File: src/rtl/alu_pkg.sv
// Shared ALU control codes, MIPS opcode/funct values and the decoded-instruction bundle.
package alu_pkg;

    localparam logic [2:0] ALU_AND = 3'b000;
    localparam logic [2:0] ALU_OR  = 3'b001;
    localparam logic [2:0] ALU_ADD = 3'b010;
    localparam logic [2:0] ALU_SUB = 3'b011;
    localparam logic [2:0] ALU_SLT = 3'b100;

    localparam logic [5:0] OP_RTYPE = 6'h00;
    localparam logic [5:0] OP_BEQ   = 6'h04;
    localparam logic [5:0] OP_BNE   = 6'h05;
    localparam logic [5:0] OP_ADDI  = 6'h08;
    localparam logic [5:0] OP_ADDIU = 6'h09;
    localparam logic [5:0] OP_SLTI  = 6'h0A;
    localparam logic [5:0] OP_ANDI  = 6'h0C;
    localparam logic [5:0] OP_ORI   = 6'h0D;
    localparam logic [5:0] OP_LW    = 6'h23;
    localparam logic [5:0] OP_SW    = 6'h2B;

    localparam logic [5:0] F_ADD  = 6'h20;
    localparam logic [5:0] F_ADDU = 6'h21;
    localparam logic [5:0] F_SUB  = 6'h22;
    localparam logic [5:0] F_SUBU = 6'h23;
    localparam logic [5:0] F_AND  = 6'h24;
    localparam logic [5:0] F_OR   = 6'h25;
    localparam logic [5:0] F_SLT  = 6'h2A;

    typedef enum logic {Src2Rt, Src2Imm} src2_sel_e;
    typedef enum logic [1:0] {RdNone, RdRd, RdRt} rd_sel_e;

    typedef struct packed {
        logic [2:0] ctrl;
        src2_sel_e  src2_sel;
        logic       ext_sign;
        rd_sel_e    rd_sel;
        logic       illegal;
    } decoded_t;

endpackage

File: src/rtl/alu_issue_stage_if.sv
// Upstream (decode/regfile) and downstream (execute) handshake bundle for the issue stage.
interface alu_issue_stage_if #(
    parameter int unsigned DATA_W = 32
);
    logic              in_valid;
    logic              in_ready;
    logic [31:0]       instr;
    logic [DATA_W-1:0] rs_data;
    logic [DATA_W-1:0] rt_data;
    logic              flush;
    logic              out_valid;
    logic              out_ready;
    logic [2:0]        alu_ctrl;
    logic [DATA_W-1:0] alu_src1;
    logic [DATA_W-1:0] alu_src2;
    logic [4:0]        rd_addr;
    logic              illegal;

    modport slave (
        input  in_valid, instr, rs_data, rt_data, flush, out_ready,
        output in_ready, out_valid, alu_ctrl, alu_src1, alu_src2, rd_addr, illegal
    );

    modport master (
        output in_valid, instr, rs_data, rt_data, flush, out_ready,
        input  in_ready, out_valid, alu_ctrl, alu_src1, alu_src2, rd_addr, illegal
    );
endinterface

File: src/rtl/alu_decode.sv
// Combinational opcode/funct decoder producing the ALU control bundle.
module alu_decode
    import alu_pkg::*;
(
    input  logic [5:0] opcode_i,
    input  logic [5:0] funct_i,
    output decoded_t   dec_o
);

    always_comb begin
        dec_o = '{ctrl: ALU_ADD, src2_sel: Src2Rt, ext_sign: 1'b0, rd_sel: RdNone, illegal: 1'b0};
        case (opcode_i)
            OP_RTYPE: begin
                dec_o.rd_sel = RdRd;
                case (funct_i)
                    F_ADD, F_ADDU: dec_o.ctrl = ALU_ADD;
                    F_SUB, F_SUBU: dec_o.ctrl = ALU_SUB;
                    F_AND:         dec_o.ctrl = ALU_AND;
                    F_OR:          dec_o.ctrl = ALU_OR;
                    F_SLT:         dec_o.ctrl = ALU_SLT;
                    default: begin
                        dec_o.rd_sel  = RdNone;
                        dec_o.illegal = 1'b1;
                    end
                endcase
            end
            OP_ADDI, OP_ADDIU, OP_LW: begin
                dec_o.src2_sel = Src2Imm;
                dec_o.ext_sign = 1'b1;
                dec_o.rd_sel   = RdRt;
            end
            OP_SLTI: begin
                dec_o.ctrl     = ALU_SLT;
                dec_o.src2_sel = Src2Imm;
                dec_o.ext_sign = 1'b1;
                dec_o.rd_sel   = RdRt;
            end
            OP_SW: begin
                dec_o.src2_sel = Src2Imm;
                dec_o.ext_sign = 1'b1;
            end
            OP_ANDI: begin
                dec_o.ctrl     = ALU_AND;
                dec_o.src2_sel = Src2Imm;
                dec_o.rd_sel   = RdRt;
            end
            OP_ORI: begin
                dec_o.ctrl     = ALU_OR;
                dec_o.src2_sel = Src2Imm;
                dec_o.rd_sel   = RdRt;
            end
            // Branches compare rs and rt; execute looks at the zero flag.
            OP_BEQ, OP_BNE: dec_o.ctrl = ALU_SUB;
            default: dec_o.illegal = 1'b1;
        endcase
    end

endmodule

File: src/rtl/alu_issue_stage.sv
// ID/EX issue stage: decode, operand muxing and a one-entry valid/ready pipeline register.
module alu_issue_stage
    import alu_pkg::*;
#(
    parameter int unsigned DATA_W = 32
) (
    input logic               clk,
    input logic               rst,
    alu_issue_stage_if.slave  io
);

    decoded_t          dec;
    logic [DATA_W-1:0] imm_ext;
    logic [DATA_W-1:0] src1_d, src2_d;
    logic [4:0]        rd_d;
    logic              capture;
    logic              unused_rs_field;

    logic              valid_q;
    logic [2:0]        ctrl_q;
    logic [DATA_W-1:0] src1_q, src2_q;
    logic [4:0]        rd_q;
    logic              illegal_q;

    // rs is already resolved to rs_data by the register file.
    assign unused_rs_field = ^io.instr[25:21];

    alu_decode u_decode (
        .opcode_i (io.instr[31:26]),
        .funct_i  (io.instr[5:0]),
        .dec_o    (dec)
    );

    always_comb begin
        imm_ext = dec.ext_sign ? {{(DATA_W-16){io.instr[15]}}, io.instr[15:0]}
                               : {{(DATA_W-16){1'b0}}, io.instr[15:0]};
        src1_d  = io.rs_data;
        src2_d  = (dec.src2_sel == Src2Imm) ? imm_ext : io.rt_data;
        if (dec.illegal) begin
            src1_d = '0;
            src2_d = '0;
        end
        case (dec.rd_sel)
            RdRd:    rd_d = io.instr[15:11];
            RdRt:    rd_d = io.instr[20:16];
            default: rd_d = 5'd0;
        endcase
    end

    assign io.in_ready = !valid_q || io.out_ready;
    assign capture     = io.in_valid && io.in_ready && !io.flush;

    always_ff @(posedge clk or posedge rst) begin
        if (rst) begin
            valid_q   <= 1'b0;
            ctrl_q    <= ALU_AND;
            src1_q    <= '0;
            src2_q    <= '0;
            rd_q      <= 5'd0;
            illegal_q <= 1'b0;
        end else if (io.flush) begin
            valid_q <= 1'b0;
        end else if (capture) begin
            valid_q   <= 1'b1;
            ctrl_q    <= dec.ctrl;
            src1_q    <= src1_d;
            src2_q    <= src2_d;
            rd_q      <= rd_d;
            illegal_q <= dec.illegal;
        end else if (valid_q && io.out_ready) begin
            valid_q <= 1'b0;
        end
    end

    assign io.out_valid = valid_q;
    assign io.alu_ctrl  = ctrl_q;
    assign io.alu_src1  = src1_q;
    assign io.alu_src2  = src2_q;
    assign io.rd_addr   = rd_q;
    assign io.illegal   = illegal_q;

endmodule
File: src/flat_wrapper.sv
// flat-port wrapper written by rule: the top's interface ports become plain ports
module alu_issue_stage_flat import alu_pkg::*;
#(
    parameter int unsigned DATA_W = 32
)
  (clk, rst, io_in_valid, io_instr, io_rs_data, io_rt_data, io_flush, io_out_ready, io_in_ready, io_out_valid, io_alu_ctrl, io_alu_src1, io_alu_src2, io_rd_addr, io_illegal);
  alu_issue_stage_if #(.DATA_W(DATA_W)) io_i ();
  input logic clk;
  input logic rst;
  input wire logic [$bits(io_i.in_valid)-1:0] io_in_valid;
  input wire logic [$bits(io_i.instr)-1:0] io_instr;
  input wire logic [$bits(io_i.rs_data)-1:0] io_rs_data;
  input wire logic [$bits(io_i.rt_data)-1:0] io_rt_data;
  input wire logic [$bits(io_i.flush)-1:0] io_flush;
  input wire logic [$bits(io_i.out_ready)-1:0] io_out_ready;
  output wire logic [$bits(io_i.in_ready)-1:0] io_in_ready;
  output wire logic [$bits(io_i.out_valid)-1:0] io_out_valid;
  output wire logic [$bits(io_i.alu_ctrl)-1:0] io_alu_ctrl;
  output wire logic [$bits(io_i.alu_src1)-1:0] io_alu_src1;
  output wire logic [$bits(io_i.alu_src2)-1:0] io_alu_src2;
  output wire logic [$bits(io_i.rd_addr)-1:0] io_rd_addr;
  output wire logic [$bits(io_i.illegal)-1:0] io_illegal;
  assign io_i.in_valid = io_in_valid;
  assign io_i.instr = io_instr;
  assign io_i.rs_data = io_rs_data;
  assign io_i.rt_data = io_rt_data;
  assign io_i.flush = io_flush;
  assign io_i.out_ready = io_out_ready;
  assign io_in_ready = io_i.in_ready;
  assign io_out_valid = io_i.out_valid;
  assign io_alu_ctrl = io_i.alu_ctrl;
  assign io_alu_src1 = io_i.alu_src1;
  assign io_alu_src2 = io_i.alu_src2;
  assign io_rd_addr = io_i.rd_addr;
  assign io_illegal = io_i.illegal;
  alu_issue_stage #(.DATA_W(DATA_W)) u_core (.clk(clk), .rst(rst), .io(io_i));
endmodule
File: config.mk
export PLATFORM = sky130hd
export DESIGN_NAME = alu_issue_stage_flat
export DESIGN_NICKNAME = d
export VERILOG_FILES = /design/src/rtl/alu_pkg.sv /design/src/rtl/alu_issue_stage_if.sv /design/src/rtl/alu_decode.sv /design/src/rtl/alu_issue_stage.sv /design/src/flat_wrapper.sv
export SDC_FILE = /design/constraint.sdc
export NUM_CORES = 1
export LEC_CHECK = 0
export BUFFER_PORTS_ARGS = -buffer_cell sky130_fd_sc_hd__buf_4
export CAP_MARGIN = 5
export CELL_PAD_IN_SITES_DETAIL_PLACEMENT = 1
export CELL_PAD_IN_SITES_GLOBAL_PLACEMENT = 1
export CORE_UTILIZATION = 36
export CTS_CLUSTER_DIAMETER = 80
export DETAILED_ROUTE_END_ITERATION = 7
export GPL_TIMING_DRIVEN = 0
export PLACE_DENSITY_LB_ADDON = 0.1
export SLEW_MARGIN = 10
export SYNTH_ARGS = -nofsm -noshare
export SYNTH_HDL_FRONTEND = slang
export SYNTH_SLANG_ARGS = --single-unit
File: constraint.sdc
create_clock -name clk -period 3.7 [get_ports clk]
set_input_delay 0.74 -clock clk [delete_from_list [all_inputs] [get_ports clk]]
set_output_delay 0.74 -clock clk [all_outputs]
set_load 0.05 [all_outputs]
Word level (Yosys, flattened, before mapping)
Index checks and enable logic that the tools add are counted.
{ "totals": {"out_inout_bits": 75, "inputBits": 101, "regBits": 74} }
{ "op_classes": {"n_eq_ne": 18, "reduce_logical": 16, "mux": 15, "n_bitwise": 1} }
{ "ops": {"columns": ["cell", "count"], "rows": [
  ["32-bit 2-to-1 mux", 4],
  ["6-bit == test, second input constant", 9],
  ["6-bit by 4-bit == test with 1-bit output, second input constant", 5],
  ["3-bit case mux with 5 select lines", 1],
  ["7-bit OR reduction", 2],
  ["6-bit by 3-bit == test with 1-bit output, second input constant", 2],
  ["3-bit case mux with 4 select lines", 1],
  ["5-bit case mux with 2 select lines", 1],
  ["9-bit OR reduction", 1],
  ["6-bit logical NOT", 1],
  ["6-bit OR reduction", 1],
  ["1-bit 2-to-1 mux", 5],
  ["5-bit OR reduction", 1],
  ["2-bit case mux with 2 select lines", 1],
  ["2-bit OR reduction", 2],
  ["1-bit logical AND", 3],
  ["3-bit nonzero test", 1],
  ["2-bit by 1-bit == test with 1-bit output, second input constant", 1],
  ["2-bit == test, second input constant", 1],
  ["1-bit logical NOT", 2],
  ["2-bit 2-to-1 mux", 1],
  ["1-bit case mux with 2 select lines", 1],
  ["2-bit AND reduction", 1],
  ["1-bit logical OR", 1],
  ["1-bit inverter", 1]
]} }

Longest topological paths before layout
{ "depth": {"word_depth": 6, "mapped_depth": 8, "depth_no_buf": 7} }

Cells and area by module
From an unflattened synthesis, not the netlist that was laid out.
{ "unflattened": {"hier_cells": 365, "hier_area_um2": 3616.0} }
{ "by_module_without_submodules": {"columns": ["mod", "seq_area_each_um2", "area_each_um2", "instances", "cells_per_inst"], "rows": [
  ["alu_issue_stage", 1851.8, 3399.5, 1, 331],
  ["alu_decode", 0.0, 216.5, 1, 34]
]} }

Worst setup path after synthesis
Ideal clock, no wire load.
{ "synth_timing": {"kind": "input to register", "start": "in io_instr[29]", "end": "reg u_core.rd_q[4] (netlist: u_core.io.rd_addr[4])", "setup_ps": 133, "required_time_ps": 3567, "arrival_time_ps": 2159, "cell_stages": 7, "setup_slack_ps": 1408, "path_cell_list": "or4_1 -> nor3_2 -> and2_1 -> inv_1 -> ha_1 -> a22oi_1 -> o31ai_1"} }
{ "synth_between": {"elab_chain_cells": 5} }
{ "synth_lines": {"columns": ["item", "line", "rtl"], "rows": [
  ["start, declared", "flat_wrapper.sv:11", "input wire logic [$bits(io_i.instr)-1:0] io_instr;"],
  ["6-bit by 4-bit == test with 1-bit output or 6-bit == test (tied branches)", "alu_decode.sv:12", "case (opcode_i)"],
  ["6-bit OR reduction (no source line)", null, null],
  ["2-bit case mux with 2 select lines *", "alu_decode.sv:12", null],
  ["2-bit == test or 2-bit by 1-bit == test with 1-bit output (tied branches)", "alu_issue_stage.sv:43", "case (dec.rd_sel)"],
  ["5-bit case mux with 2 select lines *", "alu_issue_stage.sv:43", null],
  ["end signal, assigned", "alu_issue_stage.sv:68", "rd_q <= rd_d;"],
  ["end, declared", "alu_issue_stage.sv:22", "logic [4:0] rd_q;"]
]} }
Mark *: on every way between the ends. The rest lies on a longest branch, timed or not.
A chain may end at the register's enable or synchronous reset.

Worst setup path after layout
{ "layout_timing": {"start": "in io_instr[28]", "end": "reg u_core.src2_q[22] (netlist: u_core.io.alu_src2[22])"} }
{ "layout_between": {"elab_chain_cells": 6} }
{ "layout_lines": {"columns": ["item", "line", "rtl"], "rows": [
  ["6-bit by 4-bit == test with 1-bit output or 6-bit == test (tied branches)", "alu_decode.sv:12", null],
  ["5-bit OR reduction (no source line)", null, null],
  ["1-bit 2-to-1 mux", "alu_decode.sv:12", null],
  ["32-bit 2-to-1 mux", "alu_issue_stage.sv:35", "imm_ext = dec.ext_sign ? {{(DATA_W-16){io.instr[15]}}, io.instr[15:0]}"],
  ["32-bit 2-to-1 mux", "alu_issue_stage.sv:38", "src2_d = (dec.src2_sel == Src2Imm) ? imm_ext : io.rt_data;"],
  ["32-bit 2-to-1 mux *", "alu_issue_stage.sv:39", "if (dec.illegal) begin"],
  ["end signal, assigned", "alu_issue_stage.sv:67", "src2_q <= src2_d;"],
  ["end, declared", "alu_issue_stage.sv:21", "logic [DATA_W-1:0] src1_q, src2_q;"]
]} }
Marked as above.

==> flow_summary.toml <==
[run_status]
status = "finished with violations"
violations = "design-rule violations"

[cts]
cts_hold_buf = 0
cts_buffers = 9
clockBufferDepth = 2
cts_tree = "built"
clk_pin_slew_worst_paths_ns = 0.10
cts_resized = 0
cts_setup_buffers = 0
cts-root-buf = "clkbuf_8"
cts_sinks = 74
cts.htree.levels = 3
clk_latency_ns = 0.34

[synthesis]
synth-edff-count = 0
synthTopCellsByCount = "74 x dfrtp_1, 39 x nand2_1, 32 x a22o_1"
netlist_instances = 296
yosysTopAreaCell = "dfrtp_1"
yosysMostFrequentCell = "dfrtp_1"
synth_top_area_share_pct = 55.41
synth.area.top_cells = "dfrtp_1 55%, a22o_1 8.4%, o31ai_2 5.2%"
synth.avg_cell_area_um2 = 11.29
synth-seq-area-share_pct = 55.41
synth_seq_cells = 74
synth_ff_type = "dfrtp_1"
yosysUniqueCellTypes = 40
synth_area_um2 = 3342
yosys_warnings = 0
synthArstFlopShare_pct = 100.0
synth_nets = 399

[setup_path]
reg2reg_depth = 7
r2r_slack_ns = 1.56
cp-endpoint = "u_core.io.alu_src2[22]"
crit_start = "io_instr[28]"
rr_endpoint = "u_core.io.alu_src2[29]"
end_kind = "flop"
cpLargestDelayFamily = "compound AO/OA/AOI/OAI gates"
path_buf_inv = 2
crit_chain = "buf_4, nand4b_1, o2bb2ai_1, a21boi_2, buf_4, o31ai_2"
path_max_fanout = 10
worstSetupPathType = "in -> reg"
crit_required_ns = 3.92
worst_path_largest_cell_delay_ns = 0.55
worstSetupPathDepth = 6
timing.rr.start = "u_core.io.out_valid"
startpoint_type = "input port"
arrival_ns = 2.56
cp_slowest_cell = "a21boi_2"
cp_common_cell = "buf_4"

[cells_and_area]
antenna_cells = 0
synthToLayoutAreaGrowth_pct = 49.42
nets = 579
final_util_pct = 56.43
fillers = 1001
drive_gt1_share_pct = 44.49
multi_input_area_um2 = 1369
area.sequential_um2 = 1852

[floorplan]
die_y_um = 98.35
die_w_um = 98.35
start_util_pct = 37.77
core_region_area_um2 = 8848
io_pins = 176
core.rowCount = 34
die_area_um2 = 9673

[power]
p_int_mw = 1.451
p_clk_share_pct = 33.2
cellLeakagePower_nw = 2.464
vdd.ir_drop.worst_uv = 233.7
p_comb_share_pct = 25.5
swShare_pct = 33.01
powerDensity_nw_per_um2 = 433.7
pwr-share-seq_pct = 41.3
switchingPower_mw = 0.7149

[timing]
min_period_ns = 2.334
rsz0062_at_grt = "false"
slew_viol_final = 0
finalCritPeriodShare_pct = 63.09
hold_viol_final = 0
fin_skew_ns = 0.01249
setup_violations = 0
max_slew_margin_pct = 60.01
fin_tns_setup_ns = 0
tightest_slew_ns = 0.5999
setup_ws_ns = 1.366
max_freq_mhz = 428.4

[routing]
drtIter0Drc = 108
wl_per_cell_um = 17.65
post_drt_via_cell_ratio = 5.139
num_vias = 3027
antenna_left = 0
route.final.wire_length_um = 10400
dr.pass1.iters = 8
route.detailed.drc = 13

[flow_run]
max_cap_viol_count = 0

[placed_design]
pre_cts_slack_ns = 0.9692
dpl.hpwl_um = 7747
gp_congestion = 0.8131
numPortBuffers = 168

[global_route]
gr-total-overflow = 0
antenna_found_initial = 0
grt_pass1_vias = 3225
grt_max_degree = 62
grt_usage_pct = 22.18
grt_pass1_wl_um = 16740

[min_path]
holdCritPathClass = "in -> async"
-- layout by cell type (no fill, tap or decap), types with 3 or more instances in the layout --
master / Yosys / routed
a22o_1: 32 / 32
a22oi_1: 6 / 6
buf_2: 7 / 7
buf_4: 2 / 170
clkbuf_1: 8 / 8
clkbuf_8: 0 / 9
dfrtp_1: 74 / 74
inv_1: 4 / 3
mux2i_1: 16 / 16
nand2_1: 39 / 39
nand2b_1: 6 / 6
nor2_1: 23 / 23
nor2b_1: 3 / 3
nor3b_1: 5 / 5
o21ai_0: 19 / 19
o31ai_1: 8 / 8
o31ai_2: 14 / 14
-- sequential cells by signal, summed over array words and instances, names as in the netlist --
| signal | cells |
|---|---|
| u_core.io.alu_src1 | 32 |
| u_core.io.out_valid | 1 |
| u_core.io.alu_ctrl | 3 |
| u_core.io.illegal | 1 |
| u_core.io.rd_addr | 5 |
| u_core.io.alu_src2 | 32 |
-- worst min path at each step --
stage	startpoint	slack [ns]	depth (start not counted)	endpoint
floorplan	u_core.io.alu_src2[8]	0.75	2	u_core.io.alu_src2[8]
global placement	u_core.io.rd_addr[1]	0.46	2	u_core.io.rd_addr[1]
detailed placement	u_core.io.rd_addr[0]	0.47	2	u_core.io.rd_addr[0]
CTS	rst	0.30	2	u_core.io.alu_src1[28]
global route	rst	0.30	2	u_core.io.alu_src1[28]
finish	rst	0.30	2	u_core.io.alu_src1[20]
-- per-layer routing --
layer | vias to the layer above | part of all wire [%] | GRT usage, %
li1 | 1439 | - | -
met1 | 1486 | 42 | 28.01
met2 | 96 | 52 | 38.68
met3 | 6 | 5.3 | 4.366
met4 | 0 | 1.0 | 6.200
met5 | - | 0 | 0
-- area by class of cell --
class | instances | share of cell area (%)
clock inverters | 7 | 2.030
plain buffers | 20 | 2.130
clock buffers | 9 | 2.481
flip-flops and latches | 74 | 37.08
inverters | 4 | 0.3508
repair buffers | 169 | 25.81
well taps | 108 | 2.706
multi-input cells | 198 | 27.41
-- stage by stage --
step,std cells,power (mW),hold WS (ns),cell area [µm²]
floorplan,296,1.239,0.7484,3342
global placement,572,1.451,0.4637,4738
detailed placement,573,1.468,0.4735,4768
CTS,589,2.194,0.2973,4994
global route,589,2.255,0.2953,4994
finish,589,2.166,0.3049,4994
-- worst reg2reg max path: cells and delay by family (launching register included) --
family                 cells  cell delay [ns]
AO/OA/AOI/OAI              1             0.07
buffers and inverters      3             0.96
flip-flops                 1             0.35
AND/OR/NAND/NOR            3             0.68
-- power by group through the flow --
stage | Sequential (mW) | Clock (mW) | Combinational, mW
6_report | 0.895 | 0.718 | 0.552
5_1_grt | 0.903 | 0.768 | 0.584
4_1_cts | 0.896 | 0.740 | 0.557
3_5_place_dp | 0.912 | 0 | 0.556
3_3_place_gp | 0.909 | 0 | 0.542
2_1_floorplan | 1.11 | 0 | 0.130
-- kinds of logic (layout without fill, tap and decap cells) --
| kind of cell | count (synthesis) | after routing | share of synthesized area, % |
|---|---|---|---|
| mux | 16 | 16 | 4.792 |
| flops | 74 | 74 | 55.41 |
| fa+ha+maj | 2 | 2 | 0.7487 |
| buf+inv | 24 | 209 | 3.631 |
| compound gates | 92 | 92 | 22.91 |
| simple gates | 88 | 88 | 12.50 |
Note: power is estimated with default switching activity, not from simulation.
